===== config.mk =====
export PLATFORM = sky130hd
export DESIGN_NAME = alu_muldiv_ctrl_flat
export DESIGN_NICKNAME = d
export VERILOG_FILES = /design/src/rtl/alu_muldiv_ctrl_if.sv /design/src/rtl/alu_muldiv_ctrl.sv /design/src/flat_wrapper.sv
export SDC_FILE = /design/constraint.sdc
export NUM_CORES = 1
export LEC_CHECK = 0
export BUFFER_PORTS_ARGS = -buffer_cell sky130_fd_sc_hd__buf_2
export CAP_MARGIN = 20
export CORE_MARGIN = 10
export CORE_UTILIZATION = 55
export CTS_CLUSTER_DIAMETER = 30
export DETAILED_ROUTE_END_ITERATION = 6
export GPL_TIMING_DRIVEN = 0
export HOLD_SLACK_MARGIN = 0.05
export MAX_ROUTING_LAYER = met4
export PLACE_DENSITY_LB_ADDON = 0.3
export SLEW_MARGIN = 15
export SYNTH_ARGS = -nofsm -noshare
export SYNTH_HDL_FRONTEND = slang
export SYNTH_SLANG_ARGS = --single-unit

===== constraint.sdc =====
create_clock -name clk -period 6.25 [get_ports clk]
set_input_delay 0.625 -clock clk [delete_from_list [all_inputs] [get_ports clk]]
set_output_delay 0.625 -clock clk [all_outputs]
set_load 0.02 [all_outputs]

===== src/rtl/alu_muldiv_ctrl_if.sv =====
// EX-stage bundle between the pipeline and the ALU control / multiply-divide unit.
// The pipeline side drives the master modport; the ALU control block sits on slave.
interface alu_muldiv_ctrl_if #(
  parameter int WIDTH = 32
);
  logic             valid_i;
  logic             flush_i;
  logic [3:0]       aluOp;
  logic [5:0]       func;
  logic [WIDTH-1:0] srcA;
  logic [WIDTH-1:0] srcB;
  logic [3:0]       aluController;
  logic             stall_o;
  logic             busy_o;
  logic             done_o;
  logic             illegal_o;
  logic [WIDTH-1:0] hi_o;
  logic [WIDTH-1:0] lo_o;

  modport master (
    output valid_i, flush_i, aluOp, func, srcA, srcB,
    input  aluController, stall_o, busy_o, done_o, illegal_o, hi_o, lo_o
  );

  modport slave (
    input  valid_i, flush_i, aluOp, func, srcA, srcB,
    output aluController, stall_o, busy_o, done_o, illegal_o, hi_o, lo_o
  );
endinterface


===== src/rtl/alu_muldiv_ctrl.sv =====
// EX-stage ALU control decode plus an iterative multiply/divide engine that owns HI/LO.
// The engine runs on magnitudes and applies MIPS sign rules in a single fixup cycle.
module alu_muldiv_ctrl #(
  parameter int WIDTH  = 32,
  parameter bit EN_DIV = 1'b1
) (
  input logic              clk,
  input logic              rst_n,
  alu_muldiv_ctrl_if.slave bus
);

  localparam int CW = $clog2(WIDTH + 1);

  localparam logic [1:0] S_IDLE = 2'd0;
  localparam logic [1:0] S_RUN  = 2'd1;
  localparam logic [1:0] S_FIX  = 2'd2;

  localparam logic [5:0] F_ADD   = 6'b100000;
  localparam logic [5:0] F_SUB   = 6'b100010;
  localparam logic [5:0] F_SLT   = 6'b101010;
  localparam logic [5:0] F_AND   = 6'b100100;
  localparam logic [5:0] F_OR    = 6'b100101;
  localparam logic [5:0] F_MFHI  = 6'b010000;
  localparam logic [5:0] F_MTHI  = 6'b010001;
  localparam logic [5:0] F_MFLO  = 6'b010010;
  localparam logic [5:0] F_MTLO  = 6'b010011;
  localparam logic [5:0] F_MULT  = 6'b011000;
  localparam logic [5:0] F_MULTU = 6'b011001;
  localparam logic [5:0] F_DIV   = 6'b011010;
  localparam logic [5:0] F_DIVU  = 6'b011011;

  logic [1:0]       r_state;
  logic [CW-1:0]    r_cnt;
  logic             r_done;
  logic [WIDTH-1:0] r_hi;
  logic [WIDTH-1:0] r_lo;
  logic             r_isDiv;
  logic             r_signA;
  logic             r_signB;
  logic             r_divZero;
  logic [WIDTH-1:0] r_origA;
  logic [WIDTH-1:0] r_opB;
  logic [WIDTH-1:0] r_q;
  logic [WIDTH-1:0] r_r;

  logic             w_rType;
  logic             w_mult;
  logic             w_div;
  logic             w_md;
  logic             w_hilo;
  logic             w_mthi;
  logic             w_mtlo;
  logic             w_issue;
  logic             w_busy;
  logic             w_illegal;
  logic             w_start;
  logic             w_negA;
  logic             w_negB;
  logic [WIDTH-1:0] w_absA;
  logic [WIDTH-1:0] w_absB;
  logic [3:0]       w_aluCtrl;
  logic [WIDTH:0]   w_mulSum;
  logic [WIDTH:0]   w_divShift;
  logic             w_divGe;
  logic [WIDTH-1:0] w_divDiff;
  logic [2*WIDTH-1:0] w_prod;
  logic [2*WIDTH-1:0] w_prodFix;
  logic [WIDTH-1:0] w_quoFix;
  logic [WIDTH-1:0] w_remFix;

  always_comb begin
    w_aluCtrl = 4'b0000;
    case (bus.aluOp)
      4'b0000: w_aluCtrl = 4'b0000;
      4'b0001: w_aluCtrl = 4'b0001;
      4'b0010: begin
        case (bus.func)
          F_ADD:   w_aluCtrl = 4'b0000;
          F_SUB:   w_aluCtrl = 4'b0001;
          F_SLT:   w_aluCtrl = 4'b0011;
          F_AND:   w_aluCtrl = 4'b0100;
          F_OR:    w_aluCtrl = 4'b0101;
          F_MFHI:  w_aluCtrl = 4'b0110;
          F_MFLO:  w_aluCtrl = 4'b0111;
          default: w_aluCtrl = 4'b0000;
        endcase
      end
      4'b0011: w_aluCtrl = (bus.func == 6'b000010) ? 4'b0010 : 4'b0000;
      default: w_aluCtrl = 4'b0000;
    endcase
  end

  assign w_rType   = (bus.aluOp == 4'b0010);
  assign w_mult    = w_rType & ((bus.func == F_MULT) | (bus.func == F_MULTU));
  assign w_div     = w_rType & ((bus.func == F_DIV) | (bus.func == F_DIVU));
  assign w_md      = w_mult | w_div;
  assign w_mthi    = w_rType & (bus.func == F_MTHI);
  assign w_mtlo    = w_rType & (bus.func == F_MTLO);
  assign w_hilo    = w_mthi | w_mtlo | (w_rType & ((bus.func == F_MFHI) | (bus.func == F_MFLO)));
  assign w_issue   = bus.valid_i & ~bus.flush_i;
  assign w_busy    = (r_state != S_IDLE);
  assign w_illegal = w_issue & ~EN_DIV & w_div;
  assign w_start   = w_issue & w_md & ~w_illegal & ~w_busy;

  // func bit 0 clear marks the signed variants (MULT, DIV)
  assign w_negA = ~bus.func[0] & bus.srcA[WIDTH-1];
  assign w_negB = ~bus.func[0] & bus.srcB[WIDTH-1];
  assign w_absA = w_negA ? -bus.srcA : bus.srcA;
  assign w_absB = w_negB ? -bus.srcB : bus.srcB;

  // One shift-add or restoring-subtract step; r_q holds multiplier / dividend bits
  assign w_mulSum   = {1'b0, r_r} + (r_q[0] ? {1'b0, r_opB} : '0);
  assign w_divShift = {r_r, r_q[WIDTH-1]};
  assign w_divGe    = (w_divShift >= {1'b0, r_opB});
  assign w_divDiff  = w_divShift[WIDTH-1:0] - r_opB;

  assign w_prod    = {r_r, r_q};
  assign w_prodFix = (r_signA ^ r_signB) ? -w_prod : w_prod;
  assign w_quoFix  = (r_signA ^ r_signB) ? -r_q : r_q;
  assign w_remFix  = r_signA ? -r_r : r_r;

  always_ff @(posedge clk) begin
    if (!rst_n) begin
      r_state <= S_IDLE;
      r_cnt   <= '0;
      r_done  <= 1'b0;
      r_hi    <= '0;
      r_lo    <= '0;
    end else begin
      r_done <= 1'b0;
      case (r_state)
        S_IDLE: begin
          if (w_start) begin
            r_state <= S_RUN;
            r_cnt   <= CW'(WIDTH);
          end else if (w_issue & w_mthi) begin
            r_hi <= bus.srcA;
          end else if (w_issue & w_mtlo) begin
            r_lo <= bus.srcA;
          end
        end
        S_RUN: begin
          r_cnt <= r_cnt - CW'(1);
          if (r_cnt == CW'(1)) begin
            r_state <= S_FIX;
          end
        end
        S_FIX: begin
          if (!r_isDiv) begin
            r_hi <= w_prodFix[2*WIDTH-1:WIDTH];
            r_lo <= w_prodFix[WIDTH-1:0];
          end else if (r_divZero) begin
            r_hi <= r_origA;
            r_lo <= '1;
          end else begin
            r_hi <= w_remFix;
            r_lo <= w_quoFix;
          end
          r_done  <= 1'b1;
          r_state <= S_IDLE;
        end
        default: r_state <= S_IDLE;
      endcase
    end
  end

  // Operand/iteration registers need no reset: always loaded on start before use
  always_ff @(posedge clk) begin
    if (w_start) begin
      r_isDiv   <= w_div;
      r_signA   <= w_negA;
      r_signB   <= w_negB;
      r_divZero <= (bus.srcB == '0);
      r_origA   <= bus.srcA;
      r_opB     <= w_absB;
      r_q       <= w_absA;
      r_r       <= '0;
    end else if (r_state == S_RUN) begin
      if (r_isDiv) begin
        r_r <= w_divGe ? w_divDiff : w_divShift[WIDTH-1:0];
        r_q <= {r_q[WIDTH-2:0], w_divGe};
      end else begin
        r_r <= w_mulSum[WIDTH:1];
        r_q <= {w_mulSum[0], r_q[WIDTH-1:1]};
      end
    end
  end

  assign bus.aluController = w_aluCtrl;
  assign bus.stall_o       = w_issue & w_busy & (w_md | w_hilo);
  assign bus.busy_o        = w_busy;
  assign bus.done_o        = r_done;
  assign bus.illegal_o     = w_illegal;
  assign bus.hi_o          = r_hi;
  assign bus.lo_o          = r_lo;

endmodule


===== src/flat_wrapper.sv =====
// flat-port wrapper written by rule: the top's interface ports become plain ports
module alu_muldiv_ctrl_flat 
#(
  parameter int WIDTH  = 32,
  parameter bit EN_DIV = 1'b1
)
  (clk, rst_n, bus_valid_i, bus_flush_i, bus_aluOp, bus_func, bus_srcA, bus_srcB, bus_aluController, bus_stall_o, bus_busy_o, bus_done_o, bus_illegal_o, bus_hi_o, bus_lo_o);
  alu_muldiv_ctrl_if #(.WIDTH(WIDTH)) bus_i ();
  input logic clk;
  input logic rst_n;
  input wire logic [$bits(bus_i.valid_i)-1:0] bus_valid_i;
  input wire logic [$bits(bus_i.flush_i)-1:0] bus_flush_i;
  input wire logic [$bits(bus_i.aluOp)-1:0] bus_aluOp;
  input wire logic [$bits(bus_i.func)-1:0] bus_func;
  input wire logic [$bits(bus_i.srcA)-1:0] bus_srcA;
  input wire logic [$bits(bus_i.srcB)-1:0] bus_srcB;
  output wire logic [$bits(bus_i.aluController)-1:0] bus_aluController;
  output wire logic [$bits(bus_i.stall_o)-1:0] bus_stall_o;
  output wire logic [$bits(bus_i.busy_o)-1:0] bus_busy_o;
  output wire logic [$bits(bus_i.done_o)-1:0] bus_done_o;
  output wire logic [$bits(bus_i.illegal_o)-1:0] bus_illegal_o;
  output wire logic [$bits(bus_i.hi_o)-1:0] bus_hi_o;
  output wire logic [$bits(bus_i.lo_o)-1:0] bus_lo_o;
  assign bus_i.valid_i = bus_valid_i;
  assign bus_i.flush_i = bus_flush_i;
  assign bus_i.aluOp = bus_aluOp;
  assign bus_i.func = bus_func;
  assign bus_i.srcA = bus_srcA;
  assign bus_i.srcB = bus_srcB;
  assign bus_aluController = bus_i.aluController;
  assign bus_stall_o = bus_i.stall_o;
  assign bus_busy_o = bus_i.busy_o;
  assign bus_done_o = bus_i.done_o;
  assign bus_illegal_o = bus_i.illegal_o;
  assign bus_hi_o = bus_i.hi_o;
  assign bus_lo_o = bus_i.lo_o;
  alu_muldiv_ctrl #(.WIDTH(WIDTH), .EN_DIV(EN_DIV)) u_core (.clk(clk), .rst_n(rst_n), .bus(bus_i));
endmodule

-- After elaboration in Yosys (flattened, before gate mapping)
Cells that the tools add are included.
- register bits: 205
- bits in latches: 0
- RAM bits: 0
- memory bits (read-only): 0
- input bits: 78
- output and inout port bits: 72
- logic and storage cells: 113
- memories: 0
- add/sub/neg operators: 8
- multiply operators: 0
- divide/modulo/power cells: 0
- $lt $le $gt $ge: 1
- eq/ne operators: 25
- shift operators: 0
- mux-type cells: 31
- bitwise logic cells: 25
- reduce and logical (&&, ||, !) cells: 10
- operators with widths (kind ; count):
    2-to-1 mux 32 bit ; 19
    negation 32 bit ; 4
    case mux 32 bit (2 select lines) ; 2
    2-to-1 mux 64 bit ; 1
    negation 64 bit ; 1
    equality test 6 x 5 -> 1 bit (second input constant) ; 8
    adder 32 x 33 -> 33 bit ; 1
    greater-or-equal comparator 33 x 32 -> 1 bit ; 1
    logical NOT 32 bit ; 1
    subtractor 32 bit ; 1
    equality test 6 bit (second input constant) ; 4
    case mux 3 bit (6 select lines) ; 1
    AND 1 bit ; 14
    case mux 4 bit (3 select lines) ; 1
    case mux 6 bit (2 select lines) ; 1
    equality test 4 x 2 -> 1 bit (second input constant) ; 2
    inequality test 2 x 1 -> 1 bit (second input constant) ; 4
    nonzero test 2 bit ; 4
    OR 1 bit ; 7
    equality test 6 x 1 -> 1 bit (second input constant) ; 1
    equality test 6 x 2 -> 1 bit (second input constant) ; 1
    2-to-1 mux 2 bit ; 3
    2-to-1 mux 6 bit ; 1
    subtractor 6 x 1 -> 6 bit (second input constant) ; 1
    12 further kinds ; 16

-- Depth between registers and ports, before layout
Gate-level depths: netlist of the first run.
- depth in word-level cells: 8
- mapped depth: 14
- mapped depth without buffers: 13

-- Worst setup path after synthesis of the first run
No wires, ideal clock.
- path type: input port to flip-flop
- start point: input port bus_aluOp[0]
- end point: register u_core.r_q[31] (data pin)
- setup time: 0.372 ns
- data arrival time: 4.245 ns
- data required time: 5.878 ns
- setup slack: 1.633 ns
- stages: 6
- path buffers: 1
- cell sequence: or4b_2 > nor4_1 > nand3_1 > clkinv_1 > clkbuf_1 > o22ai_1
- longest elaborated chain between the ends: 6
- elaborated cells on any way between the ends: 7
- classes of those cells: 1 x eq/ne; 1 x mux; 5 x bitwise
- RTL lines (element ; RTL line ; source):
    start: declaration ; flat_wrapper.sv:13 ; input wire logic [$bits(bus_i.aluOp)-1:0] bus_aluOp;
    equality test 4 x 2 -> 1 bit (*) ; alu_muldiv_ctrl.sv:93 ; assign w_rType = (bus.aluOp == 4'b0010);
    AND 1 bit, on equally long branches ; alu_muldiv_ctrl.sv:94, alu_muldiv_ctrl.sv:95 ;
    OR 1 bit (*) ; alu_muldiv_ctrl.sv:96 ; assign w_md = w_mult | w_div;
    AND 1 bit (*) (2 in series) ; alu_muldiv_ctrl.sv:103 ; assign w_start = w_issue & w_md & ~w_illegal & ~w_busy;
    named net u_core.w_start ; alu_muldiv_ctrl.sv:56 ; logic w_start;
    2-to-1 mux 32 bit (*) ; alu_muldiv_ctrl.sv:169 ; if (w_start) begin
    end signal: assignment ; alu_muldiv_ctrl.sv:176 ; r_q <= w_absA;
    end signal: assignment ; alu_muldiv_ctrl.sv:181 ; r_q <= {r_q[WIDTH-2:0], w_divGe};
    end signal: assignment ; alu_muldiv_ctrl.sv:184 ; r_q <= {w_mulSum[0], r_q[WIDTH-1:1]};
    end: declaration ; alu_muldiv_ctrl.sv:43 ; logic [WIDTH-1:0] r_q;
Mark *: on every way through the listed nets, which the timed path passes. The rest lies on a longest branch.
A chain may end at the register's enable or synchronous reset.

-- Worst setup path in the final report of the first run
- start point: register u_core.r_r[0]
- end point: register u_core.r_r[4]
- longest elaborated chain between the ends: 3
- elaborated cells on any way between the ends: 5
- classes of those cells: 2 x add/sub; 1 x order compare; 2 x mux
- RTL lines (element ; RTL line ; source):
    start: declaration ; alu_muldiv_ctrl.sv:44 ; logic [WIDTH-1:0] r_r;
    start signal: assignment ; alu_muldiv_ctrl.sv:180 ; r_r <= w_divGe ? w_divDiff : w_divShift[WIDTH-1:0];
    start signal: assignment ; alu_muldiv_ctrl.sv:183 ; r_r <= w_mulSum[WIDTH:1];
    subtractor 32 bit / greater-or-equal comparator 33 x 32 -> 1 bit (equally long branches) ; alu_muldiv_ctrl.sv:115, alu_muldiv_ctrl.sv:114 ;
    2-to-1 mux 32 bit ; alu_muldiv_ctrl.sv:180 ;
    2-to-1 mux 32 bit (*) ; alu_muldiv_ctrl.sv:179 ; if (r_isDiv) begin
Mark *: on every way between the ends. The rest lies on a longest branch, timed or not.

==> impl_metrics.env, run 1 <==
export IMPL_crit_type="reg -> reg"
export IMPL_max_slew_worst_pin_slew_ps=1130
export IMPL_drt_iter0_markers=2624
export IMPL_root_buffer="clkbuf_16"
export IMPL_yosysWarnings=0
export IMPL_fin_skew_ps=31.1
export IMPL_synth_seq_cells=205
export IMPL_rsz0062_at_grt="no"
export IMPL_critPathMaxFanout=10
export IMPL_postRouteWirelength_um=65600
export IMPL_irDropWorstVdd_v=0.000267
export IMPL_drtPass1Iterations=6
export IMPL_start_util_pct=55.6
export IMPL_cp_end_kind="flop"
export IMPL_hold_violations=0
export IMPL_cap_violations=0
export IMPL_ctsHoldBuffers=0
export IMPL_die_y_um=190
export IMPL_met2_usage_pct=50.0
export IMPL_rr_endpoint="u_core.r_r[4]"
export IMPL_io_pins=150
export IMPL_post_dp_hpwl_um=50100
export IMPL_htreeDepth=2
export IMPL_final_cell_mix="nand2_1, a21oi_1, o21ai_0"
export IMPL_synth_top_area_share_pct=18.8
export IMPL_grt_antenna_before_repair=1
export IMPL_num_nets_final=2347
export IMPL_drt_antenna_violating_nets=0
export IMPL_synth_edf_count=100
export IMPL_maxSlewViolCount=0
export IMPL_grt_ovfl_total=0
export IMPL_totalPowerFinal_uw=5410
export IMPL_final_cells=2627
export IMPL_crit_path_start="u_core.r_r[0]"
export IMPL_grt_max_degree=42
export IMPL_dieArea_mm2=0.0362
export IMPL_min_period_ps=4750
export IMPL_grt_use_total_pct=35.5
export IMPL_critPathCapture="u_core.r_r[4]"
export IMPL_yosysTopAreaCell="edfxtp_1"
export IMPL_rows=62
export IMPL_status="completed"
export IMPL_die_w_um=190
export IMPL_area_growth_pct=19.8
export IMPL_start_kind="flop"
export IMPL_post_cts_buffers=0
export IMPL_ctsResizeCount=0
export IMPL_synth_main_ff_cell="dfxtp_1"
export IMPL_async_reset_ff_share_pct=0
export IMPL_gr_usage_met1_pct=48.7
export IMPL_io_buffers=147
export IMPL_syn_area_per_cell_um2=8.02
export IMPL_r2r_start="u_core.r_r[0]"
export IMPL_wl_per_cell_um=25.0
export IMPL_drc_errors=0
export IMPL_r2r_cells=11
export IMPL_cts_clk_slew_worst_paths_ps=50
export IMPL_period_share_pct=76.0
export IMPL_cts_buffer_depth=3
export IMPL_timing_fmax_mhz=211
export IMPL_core_mm2=0.0287
export IMPL_grtUsageMet3_pct=8.36
export IMPL_netlist_area_mm2=0.0160
export IMPL_post_route_util_pct=66.6
export IMPL_relSlewSlack_pct=24.5
export IMPL_placed_cells=2525
export IMPL_gp_congestion=1.00
export IMPL_cts_made_buffers=54
export IMPL_layout_commonest_cell="nand2_1"
export IMPL_cts_sinks=205
export IMPL_grt_first_pass_wirelength_um=97900
export IMPL_rrSetupSlack_ps=1500
export IMPL_synth_area_top_cells="edfxtp_1, dfxtp_1, a21oi_1"
export IMPL_hold_path_class="in -> reg"
export IMPL_final_setup_tns_ps=0
export IMPL_finalSetupViolCount=0
export IMPL_num_vias=17700
export IMPL_critPathArrivalTime_ps=5180
export IMPL_cp_required_ps=6680
export IMPL_syn_inst=1991
export IMPL_yosysUniqueCellTypes=78
export IMPL_grt_pass1_vias=16900
export IMPL_global_route_peak_usage_layer="met2"
export IMPL_cts_tree="done"
export IMPL_power_density_mw_per_mm2=283
export IMPL_leakage_uw=0.00731
export IMPL_vias_per_cell=6.74
export IMPL_seq_area_frac_synth_pct=32.0
export IMPL_drive_gt1_share_pct=12.3
export IMPL_insertion_delay_ps=580
through the flow:
stage | setup slack, ps | hold WS [ps] | area, um2
floorplan | 1630 | 440 | 16000
global placement | 92.2 | 436 | 17200
detailed placement | 1710 | 443 | 17200
CTS | 1710 | 251 | 19100
global route | 1390 | 257 | 19100
finish | 1500 | 252 | 19100
synthesized netlist by cell type, types with 30 or more instances:
master	number
nor3_1	43
o21ai_0	174
a21oi_1	198
ha_1	70
nor2_1	169
o211ai_1	30
dfxtp_1	105
clkbuf_1	109
mux2i_1	46
inv_1	72
xnor2_1	90
edfxtp_1	100
nand3_1	42
o221ai_1	32
or3_1	30
xor2_1	74
a211oi_1	36
nand2_1	208
where the power goes:
part	internal [uW]	switching [uW]
Sequential	1450	84.9
Combinational	369	635
Clock	1940	928
Total	3760	1650
cell families after synthesis:
group	Yosys count	synth area share [%]
compound gates	671	26.5
xor+xnor	164	9.00
fa+ha+maj	72	5.74
buf+inv	195	4.70
flops	205	32.0
mux	57	3.66
other cells	1	0.0235
simple gates	626	18.4
worst max-delay path, cell delays in order (launching register included):
cell,delay [ps]
dfxtp_1,730
ha_1,350
nor2b_1,140
o31a_1,270
o31ai_1,500
a21oi_1,340
o21a_1,280
nor3_1,730
clkbuf_1,680
nor3_1,200
a211oi_1,280
o31ai_1,100
layout make-up:
cell class	instances	area (um2)
clock buffers	71	1500
multi-input cells	1592	10100
well taps	384	480
repair buffers	149	776
plain buffers	121	475
flip-flops and latches	205	5100
inverters	74	278
clock inverters	30	393
fillers	2476	9590
diodes	1	2.50
layer usage:
layer | wire, um | vias to the layer above | part of all wire (%)
met5 | 0 | - | 0
met3 | 9030 | 216 | 14
met1 | 27100 | 8391 | 41
li1 | - | 7812 | -
met4 | 2290 | 0 | 3.5
met2 | 27200 | 1300 | 41
worst min path at each step:
stage | startpoint | endpoint | slack [ps] | cells past startpoint
2_1_floorplan | u_core.r_cnt[4] | u_core.r_cnt[4] | 440 | 1
3_3_place_gp | u_core.bus.lo_o[28] | u_core.bus.lo_o[28] | 440 | 2
3_5_place_dp | u_core.bus.lo_o[27] | u_core.bus.lo_o[27] | 440 | 2
4_1_cts | bus_srcA[2] | u_core.r_origA[2] | 250 | 1
5_1_grt | bus_srcA[2] | u_core.r_origA[2] | 260 | 1
6_report | bus_srcA[2] | u_core.r_origA[2] | 250 | 1
flip-flops by register name, summed over array words and instances (netlist names), 2 cells and up:
| register | cells |
|---|---|
| u_core.bus.lo_o | 32 |
| u_core.r_cnt | 6 |
| u_core.r_origA | 32 |
| u_core.bus.hi_o | 32 |
| u_core.r_state | 2 |
| u_core.r_r | 32 |
| u_core.r_q | 32 |
| u_core.r_opB | 32 |
Power figures use the tool's default switching activity.
==> run 2, diff against run 1 <==
==> constraint.sdc (replaced) <==
create_clock -name clk -period 4.75 [get_ports clk]
set_input_delay 0.475 -clock clk [delete_from_list [all_inputs] [get_ports clk]]
set_output_delay 0.475 -clock clk [all_outputs]
set_load 0.02 [all_outputs]
==> run 2 against run 1 <==
Effect of this change: critical path depth up 3; register-to-register slack lost 1400 ps; combinational power grew 32%; sequential power is 32% higher; final cell count stayed put; largest cell class unchanged; sequential share of layout area about the same.
==> impl_metrics.env, run 2 (synthesis results as in run 1) <==
export IMPL_status="completed"
export IMPL_rsz0062_at_grt="no"
export IMPL_fill_cells=2474
export IMPL_grt_antenna_before_repair=1
export IMPL_timing_fmax_mhz=216
export IMPL_placed_cell_area_mm2=0.0172
export IMPL_cts_tree="done"
export IMPL_hold_path_class="in -> reg"
export IMPL_grt_max_degree=42
export IMPL_drt_iter0_markers=2656
export IMPL_grt_first_pass_wirelength_um=97900
export IMPL_layout_commonest_cell="nand2_1"
export IMPL_post_route_util_pct=66.7
export IMPL_drtPass1Iterations=5
export IMPL_postRouteWirelength_um=65600
export IMPL_crit_type="reg -> reg"
export IMPL_num_vias=17700
export IMPL_cpMaxStageDelayCell="a2111oi_0"
export IMPL_final_area_mm2=0.0191
export IMPL_die_w_um=190
export IMPL_hold_violations=0
export IMPL_ctsHoldBuffers=0
export IMPL_cts_sinks=205
export IMPL_cp_top_family="compound AO/OA/AOI/OAI gates"
export IMPL_htreeDepth=2
export IMPL_wl_met2_um=27300
export IMPL_post_dp_hpwl_um=50100
export IMPL_cp_end_kind="flop"
export IMPL_period_share_pct=97.4
export IMPL_holdWs_ps=104
export IMPL_io_pins=150
export IMPL_final_cells=2627
export IMPL_insertion_delay_ps=580
export IMPL_slowest_delay_ps=960
export IMPL_drive_gt1_share_pct=12.4
export IMPL_start_util_pct=55.6
export IMPL_irDropWorstVdd_v=0.000351
export IMPL_finalSetupViolCount=0
export IMPL_cts_clk_slew_worst_paths_ps=50
export IMPL_grt_use_total_pct=35.5
export IMPL_routed_top_layer="met4"
export IMPL_rows=62
export IMPL_final_cell_mix="nand2_1, a21oi_1, o21ai_0"
export IMPL_cts_buffer_depth=3
export IMPL_core_mm2=0.0287
export IMPL_cp_required_ps=5240
export IMPL_root_buffer="clkbuf_16"
export IMPL_crit_chain="inv_1 > clkbuf_1 > nor2_1 > ha_1 > clkbuf_1 > o21ai_0 > nand2_1 > a21o_1 > nand2_1 > a2111oi_0 > o21ai_0 > a31o_2 > a22oi_1 > o31a_1"
export IMPL_min_period_ps=4630
export IMPL_cap_violations=0
export IMPL_critPathMaxFanout=10
export IMPL_leakage_uw=0.00733
export IMPL_grt_pass1_vias=16900
export IMPL_grt_ovfl_total=0
export IMPL_wl_per_cell_um=25.0
export IMPL_maxSlewViolCount=0
export IMPL_post_cts_buffers=0
export IMPL_num_nets_final=2347
export IMPL_drc_errors=0
export IMPL_io_buffers=147
export IMPL_fin_skew_ps=35.4
export IMPL_relSlewSlack_pct=24.8
export IMPL_critPathArrivalTime_ps=5110
export IMPL_met1_length_um=27000
export IMPL_cts_made_buffers=54
export IMPL_totalPowerFinal_uw=7110
export IMPL_max_slew_worst_pin_slew_ps=1100
export IMPL_cp_num_buf_inv=3
export IMPL_drt_antenna_violating_nets=0
export IMPL_gp_congestion=1.00
export IMPL_wl_met3_um=9010
export IMPL_dieArea_mm2=0.0362
export IMPL_power_density_mw_per_mm2=371
export IMPL_vias_per_cell=6.73
export IMPL_die_y_um=190
export IMPL_placed_cells=2525
export IMPL_start_kind="flop"
export IMPL_area_growth_pct=19.9
[run 2: cell count changes in the layout (fill, tap and decap cells not counted)]
cell      before  now
nor3_2         0    1
nor3_1        43   42
clkbuf_2       0    1
nor4_2         2    1
nor4_4         0    1
buf_1          7    6
[run 2: per-layer routing]
layer / vias to the layer above / GRT usage [%]
met1: 8358 / 48.7
li1: 7812 / -
met5: - / -
met4: 0 / 12.4
met2: 1299 / 50.0
met3: 202 / 8.36
[run 2: what timing repair did]
action                                  4_1_cts  5_1_grt
endpoints found under the hold margin         0        0
resized for setup                             0        4
endpoints found under the setup margin        0        9
[run 2: metrics by stage]
stage                     setup TNS [ps]  setup WS, ps
final                                  0           125
after global placement            -93990         -1260
after global routing                   0          60.5
after detailed placement               0           209
after floorplan                        0           283
after CTS                              0           207
[run 2: cell type report]
type	count	area, um2	share of cell area, %
multi-input combinational	1592	10100	52.9
clock buffer	71	1500	7.83
tap	384	480	2.51
timing repair buffer	149	776	4.05
clock inverter	30	393	2.05
buffer	121	477	2.49
sequential	205	5100	26.7
antenna	1	2.50	0.0131
inverter	74	278	1.45
[run 2: worst paths after layout]
check	from	to	slack [ps]	cells after the start
setup / recovery	u_core.r_q[0]	u_core.r_r[31]	120	14
hold / removal	bus_srcA[2]	u_core.r_origA[2]	100	1
hold reg to reg	u_core.bus.lo_o[27]	u_core.bus.lo_o[27]	450	2
setup reg to reg	u_core.r_q[0]	u_core.r_r[31]	120	14
[run 2: power breakdown]
part	internal [uW]	switching, uW	leakage (uW)
logic	487	834	0.00466
registers	1910	113	0.00176
clock network	2560	1210	0.000911
total	4950	2160	0.00733
